==> src/rtl/pc_seq_pkg.sv <==
// pc_seq_pkg: shared constants and types for the PC sequencer.
//   XLEN            architectural PC width (only 32 is supported)
//   RESET_VEC_DEF   default PC after reset
//   TRAP_VEC_DEF    default PC taken on a misaligned control transfer
//   seq_state_e     sequencer state encoding (BOOT/RUN/HALT/TRAP)
//   redirect_t      control-transfer request bundle fed to pc_next_mux
package pc_seq_pkg;

  localparam int unsigned XLEN  = 32;
  localparam int unsigned CNT_W = 64;

  localparam logic [XLEN-1:0] RESET_VEC_DEF = 32'h0000_0000;
  localparam logic [XLEN-1:0] TRAP_VEC_DEF  = 32'h0000_0100;

  typedef enum logic [1:0] {
    ST_BOOT = 2'd0,
    ST_RUN  = 2'd1,
    ST_HALT = 2'd2,
    ST_TRAP = 2'd3
  } seq_state_e;

  typedef struct packed {
    logic            jalr;
    logic [XLEN-1:0] jalr_target;
    logic            jump;
    logic [XLEN-1:0] jump_target;
    logic            branch_taken;
    logic [XLEN-1:0] branch_target;
  } redirect_t;

endpackage

==> src/rtl/pc_sequencer_if.sv <==
// pc_sequencer_if: control/status bundle between the decode/branch logic
// (master) and the PC sequencer (slave).
//   master drives: stall, branch_*, jump*, jalr*, halt_req, resume
//   slave drives : pc, pc_plus4, fetch_valid, halted, trap, epc, state
//                  (+ cycle_cnt, instret_cnt when PC_SEQ_PERF_CNT_EN is defined)
interface pc_sequencer_if;
  import pc_seq_pkg::*;

  logic            stall;
  logic            branch_taken;
  logic [XLEN-1:0] branch_target;
  logic            jump;
  logic [XLEN-1:0] jump_target;
  logic            jalr;
  logic [XLEN-1:0] jalr_target;
  logic            halt_req;
  logic            resume;

  logic [XLEN-1:0] pc;
  logic [XLEN-1:0] pc_plus4;
  logic            fetch_valid;
  logic            halted;
  logic            trap;
  logic [XLEN-1:0] epc;
  logic [1:0]      state;

`ifdef PC_SEQ_PERF_CNT_EN
  logic [CNT_W-1:0] cycle_cnt;
  logic [CNT_W-1:0] instret_cnt;
`endif

  modport master (
    output stall, branch_taken, branch_target, jump, jump_target,
           jalr, jalr_target, halt_req, resume,
`ifdef PC_SEQ_PERF_CNT_EN
    input  cycle_cnt, instret_cnt,
`endif
    input  pc, pc_plus4, fetch_valid, halted, trap, epc, state
  );

  modport slave (
    input  stall, branch_taken, branch_target, jump, jump_target,
           jalr, jalr_target, halt_req, resume,
`ifdef PC_SEQ_PERF_CNT_EN
    output cycle_cnt, instret_cnt,
`endif
    output pc, pc_plus4, fetch_valid, halted, trap, epc, state
  );

endinterface

==> src/rtl/pc_next_mux.sv <==
// pc_next_mux: combinational next-PC select.
//   pc                  current fetch address
//   req                 redirect requests/targets (redirect_t)
//   next_pc             jalr > jump > branch > pc+4 (jalr bit 0 cleared)
//   redirect_misaligned a redirect was selected and its target is not 4-byte aligned
module pc_next_mux
  import pc_seq_pkg::*;
(
  input  logic [XLEN-1:0] pc,
  input  redirect_t       req,
  output logic [XLEN-1:0] next_pc,
  output logic            redirect_misaligned
);

  logic redirect;

  // Priority select; the sequential path is always aligned so it never traps.
  always_comb begin
    redirect = 1'b1;
    if (req.jalr) begin
      next_pc = {req.jalr_target[XLEN-1:1], 1'b0};
    end else if (req.jump) begin
      next_pc = req.jump_target;
    end else if (req.branch_taken) begin
      next_pc = req.branch_target;
    end else begin
      next_pc  = pc + XLEN'(4);
      redirect = 1'b0;
    end
  end

  assign redirect_misaligned = redirect && (next_pc[1:0] != 2'b00);

endmodule

==> src/rtl/pc_sequencer.sv <==
// pc_sequencer: owns the architectural PC and sequences fetch addresses.
//   clk   rising-edge clock
//   rst   synchronous active-high reset
//   bus   pc_sequencer_if.slave (redirect/stall/halt inputs, pc/status outputs)
// Optional: define PC_SEQ_PERF_CNT_EN to add 64-bit cycle_cnt/instret_cnt.
module pc_sequencer
  import pc_seq_pkg::*;
#(
  parameter logic [XLEN-1:0] RESET_VEC = RESET_VEC_DEF,
  parameter logic [XLEN-1:0] TRAP_VEC  = TRAP_VEC_DEF
) (
  input  logic            clk,
  input  logic            rst,
  pc_sequencer_if.slave   bus
);

  seq_state_e      state_q, state_d;
  logic [XLEN-1:0] pc_q, pc_d;
  logic [XLEN-1:0] epc_q, epc_d;
  logic            trap_q, trap_d;
  logic            halted_q, halted_d;

  redirect_t       req;
  logic [XLEN-1:0] mux_pc;
  logic            misaligned;

  assign req = '{
    jalr:          bus.jalr,
    jalr_target:   bus.jalr_target,
    jump:          bus.jump,
    jump_target:   bus.jump_target,
    branch_taken:  bus.branch_taken,
    branch_target: bus.branch_target
  };

  pc_next_mux u_next_mux (
    .pc                  (pc_q),
    .req                 (req),
    .next_pc             (mux_pc),
    .redirect_misaligned (misaligned)
  );

  // Next-state / next-register logic; everything holds unless a case says otherwise.
  always_comb begin
    state_d = state_q;
    pc_d    = pc_q;
    epc_d   = epc_q;
    case (state_q)
      ST_BOOT: state_d = ST_RUN;
      ST_RUN: begin
        if (!bus.stall) begin
          if (misaligned) begin
            pc_d    = TRAP_VEC;
            epc_d   = pc_q;
            state_d = ST_TRAP;
          end else begin
            pc_d = mux_pc;
            if (bus.halt_req) state_d = ST_HALT;
          end
        end
      end
      ST_HALT: if (bus.resume) state_d = ST_RUN;
      ST_TRAP: state_d = ST_RUN;
      default: state_d = ST_BOOT;
    endcase
    trap_d   = (state_d == ST_TRAP);
    halted_d = (state_d == ST_HALT);
  end

  // State and architectural registers.
  always_ff @(posedge clk) begin
    if (rst) begin
      state_q  <= ST_BOOT;
      pc_q     <= RESET_VEC;
      epc_q    <= '0;
      trap_q   <= 1'b0;
      halted_q <= 1'b0;
    end else begin
      state_q  <= state_d;
      pc_q     <= pc_d;
      epc_q    <= epc_d;
      trap_q   <= trap_d;
      halted_q <= halted_d;
    end
  end

  assign bus.pc          = pc_q;
  assign bus.pc_plus4    = pc_q + XLEN'(4);
  assign bus.fetch_valid = (state_q == ST_RUN);
  assign bus.halted      = halted_q;
  assign bus.trap        = trap_q;
  assign bus.epc         = epc_q;
  assign bus.state       = 2'(state_q);

`ifdef PC_SEQ_PERF_CNT_EN
  logic [CNT_W-1:0] cycle_q;
  logic [CNT_W-1:0] instret_q;

  // Retired count includes the instruction that traps.
  always_ff @(posedge clk) begin
    if (rst) begin
      cycle_q   <= '0;
      instret_q <= '0;
    end else begin
      cycle_q <= cycle_q + CNT_W'(1);
      if (state_q == ST_RUN && !bus.stall) instret_q <= instret_q + CNT_W'(1);
    end
  end

  assign bus.cycle_cnt   = cycle_q;
  assign bus.instret_cnt = instret_q;
`endif

endmodule

==> src/flat_wrapper.sv <==
// flat-port wrapper written by rule: the top's interface ports become plain ports
module pc_sequencer_flat import pc_seq_pkg::*;
#(
  parameter logic [XLEN-1:0] RESET_VEC = RESET_VEC_DEF,
  parameter logic [XLEN-1:0] TRAP_VEC  = TRAP_VEC_DEF
)
  (clk, rst, bus_stall, bus_branch_taken, bus_branch_target, bus_jump, bus_jump_target, bus_jalr, bus_jalr_target, bus_halt_req, bus_resume, bus_pc, bus_pc_plus4, bus_fetch_valid, bus_halted, bus_trap, bus_epc, bus_state);
  pc_sequencer_if bus_i ();
  input  logic clk;
  input  logic rst;
  input wire logic [$bits(bus_i.stall)-1:0] bus_stall;
  input wire logic [$bits(bus_i.branch_taken)-1:0] bus_branch_taken;
  input wire logic [$bits(bus_i.branch_target)-1:0] bus_branch_target;
  input wire logic [$bits(bus_i.jump)-1:0] bus_jump;
  input wire logic [$bits(bus_i.jump_target)-1:0] bus_jump_target;
  input wire logic [$bits(bus_i.jalr)-1:0] bus_jalr;
  input wire logic [$bits(bus_i.jalr_target)-1:0] bus_jalr_target;
  input wire logic [$bits(bus_i.halt_req)-1:0] bus_halt_req;
  input wire logic [$bits(bus_i.resume)-1:0] bus_resume;
  output wire logic [$bits(bus_i.pc)-1:0] bus_pc;
  output wire logic [$bits(bus_i.pc_plus4)-1:0] bus_pc_plus4;
  output wire logic [$bits(bus_i.fetch_valid)-1:0] bus_fetch_valid;
  output wire logic [$bits(bus_i.halted)-1:0] bus_halted;
  output wire logic [$bits(bus_i.trap)-1:0] bus_trap;
  output wire logic [$bits(bus_i.epc)-1:0] bus_epc;
  output wire logic [$bits(bus_i.state)-1:0] bus_state;
  assign bus_i.stall = bus_stall;
  assign bus_i.branch_taken = bus_branch_taken;
  assign bus_i.branch_target = bus_branch_target;
  assign bus_i.jump = bus_jump;
  assign bus_i.jump_target = bus_jump_target;
  assign bus_i.jalr = bus_jalr;
  assign bus_i.jalr_target = bus_jalr_target;
  assign bus_i.halt_req = bus_halt_req;
  assign bus_i.resume = bus_resume;
  assign bus_pc = bus_i.pc;
  assign bus_pc_plus4 = bus_i.pc_plus4;
  assign bus_fetch_valid = bus_i.fetch_valid;
  assign bus_halted = bus_i.halted;
  assign bus_trap = bus_i.trap;
  assign bus_epc = bus_i.epc;
  assign bus_state = bus_i.state;
  pc_sequencer #(.RESET_VEC(RESET_VEC), .TRAP_VEC(TRAP_VEC)) u_core (.clk(clk), .rst(rst), .bus(bus_i));
endmodule
==> config.mk <==
export PLATFORM = sky130hd
export DESIGN_NAME = pc_sequencer_flat
export DESIGN_NICKNAME = d
export VERILOG_FILES = /design/src/rtl/pc_seq_pkg.sv /design/src/rtl/pc_sequencer_if.sv /design/src/rtl/pc_next_mux.sv /design/src/rtl/pc_sequencer.sv /design/src/flat_wrapper.sv
export SDC_FILE = /design/constraint.sdc
export NUM_CORES = 1
export LEC_CHECK = 0
export CORE_MARGIN = 3
export CORE_UTILIZATION = 23
export CTS_BUF_LIST = sky130_fd_sc_hd__clkbuf_16
export DETAILED_ROUTE_END_ITERATION = 6
export MAX_ROUTING_LAYER = met4
export PLACE_DENSITY = 0.54
export REMOVE_ABC_BUFFERS = 1
export SKIP_CTS_REPAIR_TIMING = 1
export SLEW_MARGIN = 20
export SYNTH_ARGS = -nofsm -noshare
export SYNTH_HDL_FRONTEND = slang
export SYNTH_SLANG_ARGS = --single-unit
export TNS_END_PERCENT = 10
==> constraint.sdc <==
create_clock -name clk -period 2.7 [get_ports clk]
set_clock_uncertainty 0.15 [all_clocks]
set_input_delay 0.405 -clock clk [delete_from_list [all_inputs] [get_ports clk]]
set_output_delay 0.405 -clock clk [all_outputs]
set_load 0.01 [all_outputs]
==> flow_summary_export.csv <==
group,metric,value,unit
routing,wl_met2,8.63,mm
power,switching_share,0.305,
clock_network,clock_path_buffers,2,
layout,final_cell_mix,"clkdlybuf4s50_1, buf_4, dfxtp_1",
logic_synthesis,ys_ff_latch,68,
global_routing,gr-usage-all-layers,0.193,
logic_synthesis,syn_inst,493,
setup_path,crit_chain,"nand3_4, or4_4, nor2_2, xor2_1, clkdlybuf4s50_1",
clock_network,cts_tree,"built",
global_routing,grt_pass1_wl,28.8,mm
global_routing,grt_overflow,0,
clock_network,cts-root-buf,"clkbuf_16",
power,internal_power,2.32,mW
clock_network,clk_latency,340,ps
setup_path,critical_path_class,"reg -> out",
routing,avgRoutedWirePerCell,19.3,um
die,die_y,140,um
global_routing,grt_max_degree,43,
routing,drt_iter0_drc,255,
logic_synthesis,async_flop_share,0,
power,finalPower,3.33,mW
clock_network,path_clk_slew,60,ps
placement,port_buffers,203,
routing,drc,0,
setup_path,start_kind,"flip-flop",
layout,syn2layout_area_growth,76.4,%
routing,via_count,4744,
routing,wirelength_met1,8.60,mm
placement,dp_hpwl,14.3,mm
global_routing,antenna_found_initial,0,
power,p_seq_frac,0.333,
die,num_rows,48,
power,p_per_area,457,nW/um^2
die,dieArea,19600,um^2
timing,fin_crit,2880,ps
setup_path,end_kind,"output pin",
power,p_clk_frac,0.351,
hold_path,holdCritPathClass,"in -> reg",
logic_synthesis,yosysWarnings,0,
placement,gp_congestion,0.821,
timing,setup_viol,3,
die,coreArea,17500,um^2
clock_network,cts_made_buffers,9,
die,ioPinCount,205,
logic_synthesis,synth-seq-area-share,0.329,
outcome,status,"finished, violations left",
layout,antennaDiodeCount,0,
outcome,violations,"negative setup slack",
logic_synthesis,synth_edf_count,0,
layout,finish.net_count,842,
timing,fin_crit_sh,1.07,
placement,placed_area,6850,um^2
timing,drv_slew,0,
routing,top_layer,"met4",
layout,final_layout_size_suffix_gt1_frac,0.169,
routing,finalWirelength,18.6,mm
clock_network,clock_sinks,68,
timing,worst_slack,-181,ps
timing,grt_setup_unrepaired,"yes",
run,max_cap_violations,0,
timing,tightest_slew,452,ps
die,initial_core_util,0.237,
logic_synthesis,synth_ff_type,"dfxtp_1",
logic_synthesis,synth.cell_area,4140,um^2
routing,drt_first_pass_iters,4,
logic_synthesis,synth.avg_cell_area,8.39,um^2
timing,hold_violations,0,
logic_synthesis,ys_types,65,
power,power_frac_comb,0.316,
power,ir_drop,302,uV
timing,timing.slew.headroom,0.696,
setup_path,slowest_delay,590,ps
power,p_leak,3.34,nW
timing,timing.fmax,0.347,GHz
layout,design_area,7300,um^2
routing,avgViaCountPerCell,4.92,
layout,final_common_cell,"clkdlybuf4s50_1",
routing,wl_met3,1.02,mm
setup_path,critPathMaxFanout,5,
global_routing,grt_pass1_vias,4997,
setup_path,worstPathArrival,2330,ps
clock_network,cts_htree_levels,3,
die,die-width,140,um
setup_path,cp.required,2140,ps
power,power_switching,1.02,mW
timing,whs,307,ps
routing,antenna_left,0,
setup_path,slowest_stage,"or4_4",
-- kinds of logic after synthesis --
family          Yosys count  synth area share
compound gates          123             0.219
xor+xnor                 24            0.0508
fa+ha+maj                 3           0.00908
buf+inv                  59            0.0617
flops                    68             0.329
mux                      39            0.0947
simple gates            177             0.236
-- routing by layer --
layer,vias up,GRT usage
met3,27,0.0427
met2,168,0.310
met4,0,0.0510
met1,2245,0.248
li1,2304,-
met5,-,-
-- registers in the layout, indices dropped and copies added, names as in the netlist --
signal	cells
u_core.bus.state	2
u_core.bus.trap	1
u_core.bus.halted	1
u_core.bus.epc	32
u_core.bus.pc	32
-- layout make-up --
| type | count | area (um^2) |
|---|---|---|
| well taps | 225 | 282 |
| flip-flops and latches | 68 | 1370 |
| repair buffers | 275 | 2680 |
| inverters | 15 | 56.3 |
| clock inverters | 6 | 56.3 |
| fillers | 1781 | 10200 |
| multi-input cells | 366 | 2620 |
| clock buffers | 9 | 225 |
-- Yosys cell counts, types with 11 or more instances --
| library cell | n | area, um^2 |
|---|---|---|
| o21ai_0 | 28 | 140 |
| nand2_1 | 36 | 135 |
| a221o_1 | 13 | 130 |
| nor2_1 | 51 | 191 |
| dfxtp_1 | 68 | 1360 |
| clkbuf_1 | 25 | 93.8 |
| xnor2_1 | 16 | 140 |
| nor3_1 | 12 | 60.1 |
| buf_2 | 11 | 55.1 |
| mux2i_1 | 38 | 380 |
| nand2b_1 | 15 | 93.8 |
| a21oi_1 | 12 | 60.1 |
| inv_1 | 14 | 52.6 |
| nand3_1 | 13 | 65.1 |
-- power groups by stage --
stage	clock network, mW	logic (mW)	registers [mW]
after global placement	0	1.04	1.12
after global routing	1.25	1.14	1.12
after floorplan	0	0.395	1.17
final	1.17	1.05	1.11
after CTS	1.20	1.06	1.10
after detailed placement	0	1.06	1.12
-- final timing paths --
check	from	endpoint	slack, ps	depth (start not counted)
setup / recovery	u_core.bus.pc[12]$_SDFFE_PP0P_	bus_pc_plus4[25]	-180	5
hold / removal	rst	u_core.bus.epc[17]$_SDFFE_PP0P_	310	2
setup reg to reg	u_core.bus.state[0]$_SDFF_PP0_	u_core.bus.pc[30]$_SDFFE_PP0P_	470	6
hold reg to reg	u_core.bus.epc[20]$_SDFFE_PP0P_	u_core.bus.epc[20]$_SDFFE_PP0P_	340	2
-- critical path, delay by kind of cell, from the launching register on --
family,cells,cell delay [ps]
xor+xnor,1,180
buf+inv,1,560
flops,1,380
simple gates,3,870
-- metrics by stage --
stage                     std cells  utilization  setup WS (ps)  TNS, ps
final                           964        0.417           -181     -364
after global routing            964        0.417           -258     -779
after CTS                       961        0.408           -445    -7080
after detailed placement        946        0.392          -47.6     -137
after global placement          946        0.392          -27.7    -31.0
after floorplan                 449            -          -2380   -76130
(Power assumes the default switching activity.)
